[src/rtl/sap_ctrl_pkg.sv]
// -----------------------------------------------------------------------------
// sap_ctrl_pkg
// Shared constants for the SAP-class control sequencer: opcode encodings
// (upper nibble of the instruction register), control-word bit positions and
// the control-word width.
// Control word bit order, MSB..LSB:
//   {hlt, mi, ri, ro, io, ii, ai, ao, eo, su, bi, oi, ce, co, j, fi}
// -----------------------------------------------------------------------------
package sap_ctrl_pkg;

    localparam int CTRL_W = 16;

    // Control-word bit indices
    localparam int CTRL_HLT = 15;  // halt clock
    localparam int CTRL_MI  = 14;  // memory address register in
    localparam int CTRL_RI  = 13;  // RAM in (write)
    localparam int CTRL_RO  = 12;  // RAM out
    localparam int CTRL_IO  = 11;  // instruction register operand out
    localparam int CTRL_II  = 10;  // instruction register in
    localparam int CTRL_AI  = 9;   // A register in
    localparam int CTRL_AO  = 8;   // A register out
    localparam int CTRL_EO  = 7;   // ALU (sum) out
    localparam int CTRL_SU  = 6;   // ALU subtract
    localparam int CTRL_BI  = 5;   // B register in
    localparam int CTRL_OI  = 4;   // output register in
    localparam int CTRL_CE  = 3;   // program counter enable (increment)
    localparam int CTRL_CO  = 2;   // program counter out
    localparam int CTRL_J   = 1;   // jump (program counter in)
    localparam int CTRL_FI  = 0;   // flags register in

    // Opcodes; 4'h9..4'hD are unassigned and execute as NOP
    localparam logic [3:0] OP_NOP = 4'h0;
    localparam logic [3:0] OP_LDA = 4'h1;
    localparam logic [3:0] OP_ADD = 4'h2;
    localparam logic [3:0] OP_SUB = 4'h3;
    localparam logic [3:0] OP_STA = 4'h4;
    localparam logic [3:0] OP_LDI = 4'h5;
    localparam logic [3:0] OP_JMP = 4'h6;
    localparam logic [3:0] OP_JC  = 4'h7;
    localparam logic [3:0] OP_JZ  = 4'h8;
    localparam logic [3:0] OP_OUT = 4'hE;
    localparam logic [3:0] OP_HLT = 4'hF;

endpackage

[src/rtl/sap_step_counter.sv]
// -----------------------------------------------------------------------------
// sap_step_counter
// T-state register for the control sequencer. Counts 0..NUM_STEPS-1 and wraps,
// can be forced back to T0 early (restart), and holds its value while frozen
// (halt).
// Ports:
//   clk      in   system clock, rising edge
//   clr      in   asynchronous active-low reset (step -> 0)
//   advance  in   move to the next T-state this edge
//   restart  in   return to T0 this edge (instruction finished early)
//   freeze   in   hold the current T-state (highest priority after clr)
//   step     out  current T-state
// -----------------------------------------------------------------------------
module sap_step_counter #(
    parameter int NUM_STEPS = 5,
    parameter int STEP_W    = $clog2(NUM_STEPS)
) (
    input  logic              clk,
    input  logic              clr,
    input  logic              advance,
    input  logic              restart,
    input  logic              freeze,
    output logic [STEP_W-1:0] step
);

    localparam logic [STEP_W-1:0] LAST_STEP = STEP_W'(NUM_STEPS - 1);

    // NOTE: sequential state uses non-blocking (<=) so every flop samples the
    // pre-edge values of its inputs, independent of block evaluation order.
    always_ff @(posedge clk or negedge clr) begin
        if (!clr) begin
            step <= '0;
        end else if (!freeze) begin
            if (restart || (advance && step == LAST_STEP)) begin
                step <= '0;
            end else if (advance) begin
                step <= step + 1'b1;
            end
        end
    end

endmodule

[src/rtl/sap_control_sequencer.sv]
// -----------------------------------------------------------------------------
// sap_control_sequencer
// Microcoded control unit of the SAP-class 8-bit computer. Steps through
// fetch (T0, T1) and execute (T2..T4) and decodes the opcode plus the latched
// carry/zero flags into the control word driving every bus enable and
// register load in the datapath. The datapath samples ctrl on the same rising
// edge that advances step.
// Parameters:
//   NUM_STEPS  T-states per instruction (step width = clog2(NUM_STEPS))
//   EARLY_END  1: return to T0 right after the last active microstep
//              0: always run through T(NUM_STEPS-1)
// Ports:
//   clk     in   system clock, rising edge
//   clr     in   asynchronous active-low reset
//   opcode  in   upper nibble of the instruction register
//   carry   in   latched carry flag
//   zero    in   latched zero flag
//   ctrl    out  control word {hlt,mi,ri,ro,io,ii,ai,ao,eo,su,bi,oi,ce,co,j,fi}
//   step    out  current T-state (debug/LEDs)
//   halted  out  high once HLT has executed, until clr
// -----------------------------------------------------------------------------
module sap_control_sequencer
    import sap_ctrl_pkg::*;
#(
    parameter int NUM_STEPS = 5,
    parameter bit EARLY_END = 1'b1
) (
    input  logic                         clk,
    input  logic                         clr,
    input  logic [3:0]                   opcode,
    input  logic                         carry,
    input  logic                         zero,
    output logic [CTRL_W-1:0]            ctrl,
    output logic [$clog2(NUM_STEPS)-1:0] step,
    output logic                         halted
);

    localparam int STEP_W = $clog2(NUM_STEPS);

    localparam logic [STEP_W-1:0] T0 = STEP_W'(0);
    localparam logic [STEP_W-1:0] T1 = STEP_W'(1);
    localparam logic [STEP_W-1:0] T2 = STEP_W'(2);
    localparam logic [STEP_W-1:0] T3 = STEP_W'(3);
    localparam logic [STEP_W-1:0] T4 = STEP_W'(4);

    logic last_step;  // current microstep is the opcode's last active one
    logic hlt_exec;   // HLT is executing in T2 this cycle
    logic restart;
    logic freeze;

    // -------------------------------------------------------------------------
    // Microcode decode
    // -------------------------------------------------------------------------
    // NOTE: every output of this block is given a default before the case, so
    // paths that do not mention a signal cannot infer a latch.
    always_comb begin
        ctrl      = '0;
        last_step = 1'b0;
        hlt_exec  = 1'b0;

        if (halted) begin
            ctrl[CTRL_HLT] = 1'b1;
        end else begin
            case (step)
                T0: begin
                    ctrl[CTRL_CO] = 1'b1;
                    ctrl[CTRL_MI] = 1'b1;
                end
                T1: begin
                    ctrl[CTRL_RO] = 1'b1;
                    ctrl[CTRL_II] = 1'b1;
                    ctrl[CTRL_CE] = 1'b1;
                end
                T2: begin
                    case (opcode)
                        OP_LDA, OP_ADD, OP_SUB, OP_STA: begin
                            ctrl[CTRL_IO] = 1'b1;
                            ctrl[CTRL_MI] = 1'b1;
                        end
                        OP_LDI: begin
                            ctrl[CTRL_IO] = 1'b1;
                            ctrl[CTRL_AI] = 1'b1;
                            last_step     = 1'b1;
                        end
                        OP_JMP: begin
                            ctrl[CTRL_IO] = 1'b1;
                            ctrl[CTRL_J]  = 1'b1;
                            last_step     = 1'b1;
                        end
                        // Flags only matter here: the branch is resolved in T2
                        // and the instruction ends whether taken or not.
                        OP_JC: begin
                            ctrl[CTRL_IO] = carry;
                            ctrl[CTRL_J]  = carry;
                            last_step     = 1'b1;
                        end
                        OP_JZ: begin
                            ctrl[CTRL_IO] = zero;
                            ctrl[CTRL_J]  = zero;
                            last_step     = 1'b1;
                        end
                        OP_OUT: begin
                            ctrl[CTRL_AO] = 1'b1;
                            ctrl[CTRL_OI] = 1'b1;
                            last_step     = 1'b1;
                        end
                        OP_HLT: begin
                            ctrl[CTRL_HLT] = 1'b1;
                            hlt_exec       = 1'b1;
                            last_step      = 1'b1;
                        end
                        // NOP and unassigned opcodes: empty execute phase
                        default: last_step = 1'b1;
                    endcase
                end
                T3: begin
                    case (opcode)
                        OP_LDA: begin
                            ctrl[CTRL_RO] = 1'b1;
                            ctrl[CTRL_AI] = 1'b1;
                            last_step     = 1'b1;
                        end
                        OP_ADD, OP_SUB: begin
                            ctrl[CTRL_RO] = 1'b1;
                            ctrl[CTRL_BI] = 1'b1;
                        end
                        OP_STA: begin
                            ctrl[CTRL_AO] = 1'b1;
                            ctrl[CTRL_RI] = 1'b1;
                            last_step     = 1'b1;
                        end
                        default: ;
                    endcase
                end
                T4: begin
                    case (opcode)
                        OP_ADD, OP_SUB: begin
                            ctrl[CTRL_EO] = 1'b1;
                            ctrl[CTRL_AI] = 1'b1;
                            ctrl[CTRL_SU] = (opcode == OP_SUB);
                            ctrl[CTRL_FI] = 1'b1;
                            last_step     = 1'b1;
                        end
                        default: ;
                    endcase
                end
                default: ;
            endcase
        end
    end

    // -------------------------------------------------------------------------
    // Step sequencing and halt
    // -------------------------------------------------------------------------
    assign restart = EARLY_END && last_step;

    // Freeze already during the HLT microstep so step stays at T2 on the very
    // edge that sets halted.
    assign freeze = halted || hlt_exec;

    always_ff @(posedge clk or negedge clr) begin
        if (!clr) begin
            halted <= 1'b0;
        end else if (hlt_exec) begin
            halted <= 1'b1;
        end
    end

    sap_step_counter #(
        .NUM_STEPS (NUM_STEPS),
        .STEP_W    (STEP_W)
    ) u_step_counter (
        .clk     (clk),
        .clr     (clr),
        .advance (1'b1),
        .restart (restart),
        .freeze  (freeze),
        .step    (step)
    );

endmodule

[config.mk]
export PLATFORM = sky130hd
export DESIGN_NAME = sap_control_sequencer
export DESIGN_NICKNAME = d
export VERILOG_FILES = /design/src/rtl/sap_ctrl_pkg.sv /design/src/rtl/sap_step_counter.sv /design/src/rtl/sap_control_sequencer.sv
export SDC_FILE = /design/constraint.sdc
export NUM_CORES = 1
export LEC_CHECK = 0
export BUFFER_PORTS_ARGS = -buffer_cell sky130_fd_sc_hd__clkbuf_2
export CORE_ASPECT_RATIO = 0.6
export CORE_MARGIN = 2
export CORE_UTILIZATION = 25
export DETAILED_ROUTE_END_ITERATION = 7
export SLEW_MARGIN = 20
export SYNTH_ARGS = -nofsm -noshare
export SYNTH_HDL_FRONTEND = slang
export SYNTH_HIERARCHICAL = 1
export SYNTH_SLANG_ARGS = --single-unit
export TNS_END_PERCENT = 50
[constraint.sdc]
create_clock -name clk -period 1.7 [get_ports clk]
set_input_delay 0.085 -clock clk [delete_from_list [all_inputs] [get_ports clk]]
set_output_delay 0.085 -clock clk [all_outputs]
set_load 0.005 [all_outputs]
# --- Word level (Yosys, flattened, before mapping) ---
# Cells that the tools add are included.
totals:
  register_bits: 4
  inputBits: 8
  word_cells: 58
op_classes:
  add_sub_neg: 1
  n_eq_ne: 14
  muxes: 33
  n_reduce_logical: 8
ops:
  columns: ["operator", "n"]
  rows:
  - ["$mux 1", 22]
  - ["$eq 4x3->1 const B", 4]
  - ["$mux 15", 1]
  - ["$eq 4x4->1 const B", 3]
  - ["$pmux 1 s3", 4]
  - ["$eq 4x2->1 const B", 2]
  - ["$eq 3x2->1 const B", 2]
  - ["$pmux 1 s2", 3]
  - ["$reduce_or 6->1", 1]
  - ["$eq 4x1->1 const B", 1]
  - ["$mux 2", 2]
  - ["$reduce_or 2->1", 2]
  - ["$reduce_or 4->1", 1]
  - ["$add 3x1->3 const B", 1]
  - ["$eq 3x1->1 const B", 1]
  - ["$eq 3x3->1 const B", 1]
  - ["$logic_not 3->1", 1]
  - ["$mux 3", 1]
  - ["$reduce_or 3->1", 1]
  - ["$logic_or 1x1->1", 2]

# --- Longest topological paths before layout ---
# Gate-level depths: netlist of run 1.
logic_depth:
  word_depth: 7
  ltp_mapped: 7

# --- Cells and area by module ---
# Netlist of run 1, hierarchy kept.
modules_own_cells:
  columns: ["module", "instances", "cells_per_inst", "area_each_um2"]
  rows:
  - ["sap_control_sequencer", 1, 68, 437.9]
  - ["sap_step_counter", 1, 21, 178.9]

# --- Worst setup path before layout of run 1 ---
# No wires, ideal clock.
synth_timing:
  path_kind: "reg2reg"
  start: "register u_step_counter.step[1]"
  end: "register u_step_counter.step[2]"
  t_arrival_ns: 1.634
  required_ns: 1.570
  path_slack_ns: -0.064
  stages_incl_launch_ff: 7
  period_less_slack_ns: 1.764
  path_cell_list: "dfrtp_1 buf_2 inv_1 o41ai_1 nor4bb_1 a21oi_1 o21ai_1"
synth_via:
  word_cells_on_any_way: 11
  classes_between: "1 x add/sub; 3 x eq/ne; 5 x mux; 2 x reduce/logical"
synth_lines:
  columns: ["item", "line", "rtl"]
  rows:
  - ["start, declared", "sap_step_counter.sv:23", "output logic [STEP_W-1:0] step"]
  - ["start signal, assigned", "sap_step_counter.sv:37", "step <= step + 1'b1;"]
  - ["$eq 3x2->1", "sap_control_sequencer.sv:64", "case (step)"]
  - ["$mux 1", "sap_control_sequencer.sv:64", null]
  - ["$mux 1", "sap_control_sequencer.sv:61", "if (halted) begin"]
  - ["$logic_or 1x1->1", "sap_control_sequencer.sv:159", "assign freeze = halted || hlt_exec;"]
  - ["named net freeze", "sap_control_sequencer.sv:49", "logic freeze;"]
# The timed path passes the listed nets, and every way through them passes these cells.
# A chain may end at the register's enable or synchronous reset.

# --- Worst setup path in the final report of run 1 ---
layout_timing:
  start: "register u_step_counter.step[0]"
  end: "output ctrl[11]"
layout_via:
  elab_chain_cells: 3
layout_rtl:
  columns: ["item", "line", "rtl"]
  rows:
  - ["$eq 3x2->1", "sap_control_sequencer.sv:64", null]
  - ["$mux 1", "sap_control_sequencer.sv:64", null]
  - ["$mux 15", "sap_control_sequencer.sv:61", null]
  - ["end, declared", "sap_control_sequencer.sv:33", "output logic [CTRL_W-1:0] ctrl,"]
# Every way passes these cells.

==> metrics.txt, run 1 <==
main area contributors after synthesis=dfrtp_1, o21ai_0, nor3_1, nor2_1, and3b_1; Layout Nets=between 100 and 150; post-synthesis register bit count=4; Layout Cell Area excl Fill=1000 um2; Skew-Pair Late Insertion Delay=0.23 ns; Worst Skew=between 0.003 and 0.004 ns; Sw Pwr=just over 0.1 mW; # Max-Cap Violations=0; Util after Layout=around 45%; layout cell share with drive strength beyond 1=about 44%; # H-tree levels=1; routed via count=a little over 800; clock sinks=4; antenna cells=0; EDFF count, synth=0; Largest stage delay, worst path=0.58 ns; clock tree buffer depth=2; Cells after Synth=between 80 and 90; Die Ht=about 42 um; DR pass1 iterations=4; synth-to-layout area growth=62.7%; post-DR wirelength/cell=around 13 um; final wirelength=approximately 2100 um; # setup viols final=0; initial DRC count=71; total track usage=16.7%; CP Cell Sequence=or4b_4 -> nor4_4 -> clkbuf_2; crit path kind=flip-flop to output pin; count leader, synth=nor2_1; largest net degree at the start of global routing=16; Post-DP Area=between 800 and 900 um2; internal power=between 0.2 and 0.3 mW; Setup crit end kind=output pin; # fillers=roughly 230; Comb pwr share=between 10% and 20%; GRT overflow=0; vias in the first global route=684; multi-input logic area=around 530 um2; DR DRC count=0; Setup crit start kind=flip-flop; fin crit share=98.4%; Period minus WS final=roughly 1.7 ns; Root Driver=clkbuf_8; leading area contributor after synthesis=dfrtp_1; die area=roughly 2900 um2; sequential share of power=25.5%; Hold Fails Final Rpt=0; Synth top cells by count=nor2_1, o21ai_0, nor3_1; worst vdd rail ir drop=283 uV; clk slew on worst S/H paths=0.04 ns; Starting Density=between 20% and 30%; fmax=around 600 MHz; core area=approximately 2200 um2; ys flop type=dfrtp_1; CTS Buf Count=3; Rows=13; number of max-slew violations in the final report=0; Synth cell types=36; first-pass GRT wire length=between 3000 and 4000 um; CP required=1.62 ns; post-synth top area share=16.2%; Die X=roughly 70 um; slowest stage cell, crit path=or4b_4; post-route ant nets=0; status=completed; mapped cell area=approximately 620 um2; sw frac=between 20% and 30%; Ports=28; post-synthesis async set-or-reset flop share=100%; CTS tree=built; Mean Syn Cell Area=around 7 um2; post-DR vias/cell=~5.2; worst-path fanout max=4; crit path DAT=between 1.5 and 2 ns; Hold Path Class=input port to asynchronous set/reset pin; IO buf count=27; RSZ-0062 raised after global routing=true; register area share after synthesis=around 16%; P_leak=~0.45 nW; initial antenna violation count=0; Clock power frac=57.6%; Synth warnings=6; routability cong.=approximately 0.84; post-detail-place hpwl=1590 um; FF-to-FF path depth=6; power density over the cells=375 nW/um2; Register Area=approximately 100 um2
## what timing repair did
item                                   in CTS  in global routing
endpoints found under the hold margin       4                  0
gates resized for setup                     4                  8
setup endpoints to repair                   2                 10
cloned                                      0                  0
hold buffers                                1                  0
setup buffers                               1                  2
pin swaps                                   2                  3
## power by group through the flow
stage	Clock, mW	Sequential (mW)	Combinational (mW)
after floorplan	0	0.0970	0.0302
after global placement	0	0.0969	0.0546
after detailed placement	0	0.0969	0.0558
after CTS	0.219	0.0958	0.0608
after global routing	0.226	0.0957	0.0716
final	0.217	0.0958	0.0638
## state kept, by name (all words and copies together) (netlist names)
| signal | count |
|---|---|
| halted | 1 |
| u_step_counter/step | 3 |
## final timing paths
kind,startpoint,endpoint,slack [ns]
worst min register to register,u_step_counter/step[1],u_step_counter/step[1],0.59
min in group clk,opcode[0],halted,0.32
max in group asynchronous,clr,u_step_counter/step[1],1.34
worst min-delay path,clr,halted,0.21
worst max-delay path,u_step_counter/step[0],ctrl[11],0.03
worst max register to register,u_step_counter/step[0],u_step_counter/step[0],0.07
## final cells by class
type,count,area share [%]
clock buffer,3,4.11
inverter,5,1.87
multi-input combinational,73,52.5
sequential,4,10.1
tap,30,3.74
timing repair buffer,44,27.7
## cell families after synthesis
group | after synthesis | synth area share [%]
adders and majority gates | 2 | 4.06
other | 1 | 0.608
DFF | 4 | 16.2
AOI/OAI and AO/OA | 22 | 23.7
and+or+nand+nor | 45 | 44.0
buffers and inverters | 15 | 11.4
## critical path, delay by kind of cell, from the launching register on
family                 cells  cell delay (ns)
flip-flops                 1             0.41
buffers and inverters      1             0.15
AND/OR/NAND/NOR            2             0.80
## placed cells by master (no fill, tap or decap), types with 2 or more instances in the layout
cell type and instances:
or3_1 2, buf_4 15, o21ai_0 7, nand4b_1 2, o21a_1 2, nor3b_2 2, nand2_1 4, nor4_1 2
inv_1 5, ha_1 2, nand3_1 5, clkbuf_2 26, a21oi_1 4, and3b_1 3, nor3_1 5, clkbuf_8 3
conb_1 4, nor2_1 8, dfrtp_1 3
## metal layers
layer | share of wire (%) | GRT usage, % | wire, um
met5 | 0 | 0 | 0
met4 | 0.56 | 7.20 | 12
met3 | 9.1 | 5.65 | 195
met2 | 39 | 20.6 | 828
met1 | 51 | 25.1 | 1100
## metrics by stage
stage | setup WS (ns) | setup TNS [ns] | power (mW) | hold WS, ns | std cells
final | 0.0280 | 0 | 0.376 | 0.206 | 159
after global routing | -0.0188 | -0.0404 | 0.394 | 0.211 | 159
after CTS | -0.00530 | -0.00530 | 0.376 | 0.199 | 157
after detailed placement | 0.00718 | 0 | 0.153 | -0.0975 | 152
after global placement | 0.0554 | 0 | 0.152 | -0.0993 | 152
after floorplan | 0.00443 | 0 | 0.127 | -0.211 | 92
No activity file was read; power rests on OpenSTA's default activity.
==> run 2: changes to the inputs <==
- CTS_BUF_LIST: default -> sky130_fd_sc_hd__clkbuf_16
- RECOVER_POWER: default -> 100
==> run 2 against run 1 <==
Net effect:
- sequential power barely moved
- sequential share of layout area fell by 0.12 points
- global-route usage rose by 0.44 points
- critical path depth did not move
- clock power rose by 78%
- total power rose by 45%
- setup slack got worse by 0.023 ns
- sequential cell count did not move
- clock skew fell by 0.0030 ns
- non-clock buffer count did not move
- cell area rose by 1.2%
==> metrics.txt, run 2 (synthesis gave the netlist of run 1 again) <==
Die Ht=42.5 um; fin cells=about 160; total track usage=approximately 17%; GRT overflow=0; DR pass1 iterations=4; R2R Setup Slk=0.05 ns; setup ws final=0.00457 ns; die area=about 2900 um2; launch point of the worst path=u_step_counter/step[0]; largest net degree at the start of global routing=16; # fillers=approximately 230; clk slew on worst S/H paths=roughly 0.030 ns; power density over the cells=about 540 nW/um2; Post-Place Worst Slack=between 0.007 and 0.008 ns; Root Driver=clkbuf_16; crit path kind=flip-flop to output pin; crit path capture=ctrl[11]; most common cell after layout, fill and taps aside=clkbuf_2; leading registers by flop count=u_step_counter/step (3), halted (1); RSZ-0062 raised after global routing=true; FF-to-FF path depth=5; post-DR vias/cell=roughly 5.2; Starting Density=roughly 27%; clock tree buffer depth=2; P_leak=0.434 nW; IO buf count=27; layout cell share with drive strength beyond 1=roughly 38%; FF-to-FF End=u_step_counter/step[2]; synth-to-layout area growth=64.7%; routability cong.=0.844; Hold Fails Final Rpt=0; antenna cells=0; worst vdd rail ir drop=around 320 uV; Period minus WS final=between 1.5 and 2 ns; CTS tree=built; Rows=13; vias in the first global route=just over 700; Hold Path Class=input port to asynchronous set/reset pin; initial antenna violation count=0; Ports=28; first-pass GRT wire length=approximately 3500 um; Layout Nets=between 100 and 150; setup tns final=0 ns; fmax=590 MHz; # Max-Cap Violations=0; Worst Skew=between 0.0008 and 0.0009 ns; worst-path fanout max=4; DR DRC count=0; crit path DAT=around 1.6 ns; Setup crit end kind=output pin; placed cells=152; clock sinks=4; # setup viols final=0; number of max-slew violations in the final report=0; Skew-Pair Late Insertion Delay=0.23 ns; post-DR wirelength/cell=~14 um; final wirelength=2150 um; status=completed; # H-tree levels=1; Die X=between 60 and 70 um; routed via count=about 830; Setup crit start kind=flip-flop; fin crit share=between 90 and 100%; post-detail-place hpwl=1590 um; core area=around 2200 um2; Biggest register=u_step_counter/step; initial DRC count=45; post-route ant nets=0; most frequent cells in the layout=clkbuf_2, buf_4, nor2_1; number of flip-flops under the largest register name=3; CTS Buf Count=3; CP required=between 1.5 and 2 ns; Reg-to-Reg Start=u_step_counter/step[0]
## run 2: cell type report
class                   count  area [um2]  share of cell area, %
inverters                   5        18.8                   1.85
well taps                  30        37.5                   3.69
flip-flops and latches      4         101                   9.98
clock buffers               3        75.1                   7.39
multi-input cells          73         524                   51.6
repair buffers             44         259                   25.5
## run 2: worst min-delay path by stage
stage                     start  endpoint  cells after the start
after detailed placement    clr    halted                      1
final                       clr    halted                      2
after floorplan             clr    halted                      0
after global placement      clr    halted                      1
after global routing        clr    halted                      2
after CTS                   clr    halted                      2
## run 2: what timing repair did
| item | in CTS | in global routing |
|---|---|---|
| endpoints found under the setup margin | 2 | 10 |
| setup buffers | 3 | 0 |
| hold buffers | 1 | 0 |
| endpoints found under the hold margin | 4 | 0 |
| pin swaps | 2 | 3 |
| resized for setup | 5 | 6 |
## run 2: power breakdown
| part | total, mW | leakage, nW | internal, mW | switching, mW |
|---|---|---|---|---|
| Clock | 0.386 | 0.0370 | 0.302 | 0.0836 |
| Combinational | 0.0634 | 0.348 | 0.0259 | 0.0375 |
| Sequential | 0.0958 | 0.0490 | 0.0958 | 0 |
## run 2: per-layer routing
layer  vias up  share of wire (%)  global-route usage, %
met5         -                  0                      0
met2        31                 40                   21.0
met1       392                 52                   25.6
met4         0                1.2                   9.60
li1        406                  -                      -
met3         2                7.0                   4.84
## run 2: metrics by stage
step                area, um2  hold slack (ns)  total power, mW  utilization (%)
floorplan                 636           -0.211            0.127                -
global placement          867          -0.0993            0.152             38.6
detailed placement        867          -0.0975            0.153             38.6
CTS                      1010            0.197            0.550             45.1
global route             1020            0.264            0.567             45.3
finish                   1020            0.226            0.545             45.3
## run 2: worst max-delay path: stages, from the launching register on
cell and delay (ns):
dfrtp_1 0.42, or4b_4 0.58, nor4_4 0.23, clkbuf_2 0.15
==> run 3: changes to the inputs <==
- CELL_PAD_IN_SITES_DETAIL_PLACEMENT: default -> 2
- CELL_PAD_IN_SITES_GLOBAL_PLACEMENT: default -> 2
- CORE_UTILIZATION: 25 -> 21
- GPL_ROUTABILITY_DRIVEN: default -> 1
- PLACE_DENSITY_LB_ADDON: default -> 0.1
- SKIP_LAST_GASP: default -> 1
==> run 3 against run 2 <==
Net effect:
- first-iteration DRC count down 42%
- worst hold slack better by 0.028 ns
- clock skew barely moved
- utilization is 7.3 points lower
- fmax decreased by 0.18%
- sequential share of layout area is 0.55 points lower
- combinational power hardly changed
- critical path depth up 4
==> metrics.txt, run 3 (synthesis gave the netlist of run 1 again) <==
DR pass1 iterations=4; DR DRC count=0; CTS Buf Count=3; antenna cells=0; die area=about 3400 um2; CP Cell Sequence=buf_4 -> and3b_1 -> a32oi_2 -> o221ai_2 -> nor3b_2 -> nand2_1 -> o21ai_0; vias in the first global route=~860; CP required=1.83 ns; # Max-Cap Violations=0; Die X=74.0 um; Hold Fails Final Rpt=0; Rows=15; Setup crit start kind=flip-flop; synth-to-layout area growth=74.2%; total track usage=17.5%; Root Driver=clkbuf_16; GRT overflow=0; status=completed; clock tree buffer depth=2; IO buf count=27; fin crit share=around 100%; clk slew on worst S/H paths=about 0.030 ns; Worst Skew=approximately 0.0012 ns; Starting Density=around 22%; largest net degree at the start of global routing=15; most frequent cells in the layout=clkbuf_2, buf_4, nor2_1; most common cell after layout, fill and taps aside=clkbuf_2; clock sinks=4; slowest stage cell, crit path=dfrtp_1; P_leak=~0.48 nW; Die Ht=46.0 um; crit path kind=flip-flop to flip-flop; # H-tree levels=1; first-pass GRT wire length=between 4000 and 5000 um; crit path DAT=~1.8 ns; post-detail-place hpwl=1960 um; worst vdd rail ir drop=a little under 600 uV; Skew-Pair Late Insertion Delay=0.23 ns; Biggest register=u_step_counter/step; Ports=28; number of flip-flops under the largest register name=3; core area=roughly 2800 um2; RSZ-0062 raised after global routing=true; routed via count=between 800 and 900; worst-path fanout max=6; routability cong.=0.803; Layout Nets=147; Util after Layout=a little under two fifths; number of max-slew violations in the final report=0; layout cell share with drive strength beyond 1=between 40% and 50%; CTS tree=built; initial antenna violation count=0; leading registers by flop count=u_step_counter/step (3), halted (1); final wirelength=~2800 um; Setup crit end kind=flip-flop; Worst Hold Margin=0.254 ns; fmax=a little under 600 MHz; # setup viols final=0; post-DR wirelength/cell=between 15 and 20 um; Hold Path Class=input port to asynchronous set/reset pin; Largest stage delay, worst path=0.39 ns; post-DR vias/cell=4.85; Period minus WS final=1.70 ns; power density over the cells=between 400 and 500 nW/um2; initial DRC count=26; post-route ant nets=0
==> run 3: final timing paths <==
kind,from,endpoint,slack [ns],cells past startpoint
setup / recovery,u_step_counter/step[0],u_step_counter/step[1],0.001,7
hold / removal,clr,halted,0.25,2
setup reg to reg,u_step_counter/step[0],u_step_counter/step[1],0.001,7
hold reg to reg,halted,halted,0.77,3
max in group asynchronous,clr,u_step_counter/step[1],1.22,2
min in group clk,opcode[2],halted,0.46,3
==> run 3: area by class of cell <==
type | instances | area [um2]
Sequential cell | 4 | 101
Inverter | 5 | 18.8
Clock buffer | 3 | 75.1
Timing Repair Buffer | 50 | 305
Tap cell | 42 | 52.6
Multi-Input combinational cell | 73 | 522
Fill cell | 345 | 1760
==> run 3: critical path: cells and delay by family, from the launching register on <==
| family | cells | cell delay [ns] |
|---|---|---|
| and+or+nand+nor | 3 | 0.51 |
| AOI/OAI and AO/OA | 3 | 0.54 |
| buffers and inverters | 1 | 0.17 |
| DFF | 1 | 0.39 |
==> run 3: report_power, final <==
group	internal, mW	switching, mW	total, mW
clock network	0.301	0.0705	0.371
logic	0.0250	0.0381	0.0632
registers	0.0959	0	0.0959
total	0.422	0.109	0.530
==> run 3: through the flow <==
step	area [um2]	setup WS, ns	instances	TNS, ns	power, mW
floorplan	636	0.00443	92	0	0.127
global placement	915	0.0413	170	0	0.154
detailed placement	915	-0.0246	170	-0.0246	0.154
CTS	1030	-0.0434	176	-0.0658	0.535
global route	1070	-0.0872	177	-0.206	0.553
finish	1070	0.00148	177	0	0.530
==> run 3: metal layers <==
metal / up-vias / part of all wire (%) / track usage [%]
li1: 417 / - / -
met1: 408 / 49 / 24.4
met2: 27 / 45 / 27.5
met3: 6 / 3.9 / 3.32
met4: 0 / 1.6 / 5.45
met5: - / 0 / 0
==> run 3: repair_timing <==
item,in CTS,in global routing
endpoints found under the setup margin,7,7
hold buffers,1,0
endpoints found under the hold margin,4,0
buffers inserted,3,1
pin swaps,1,2
resized for setup,4,7
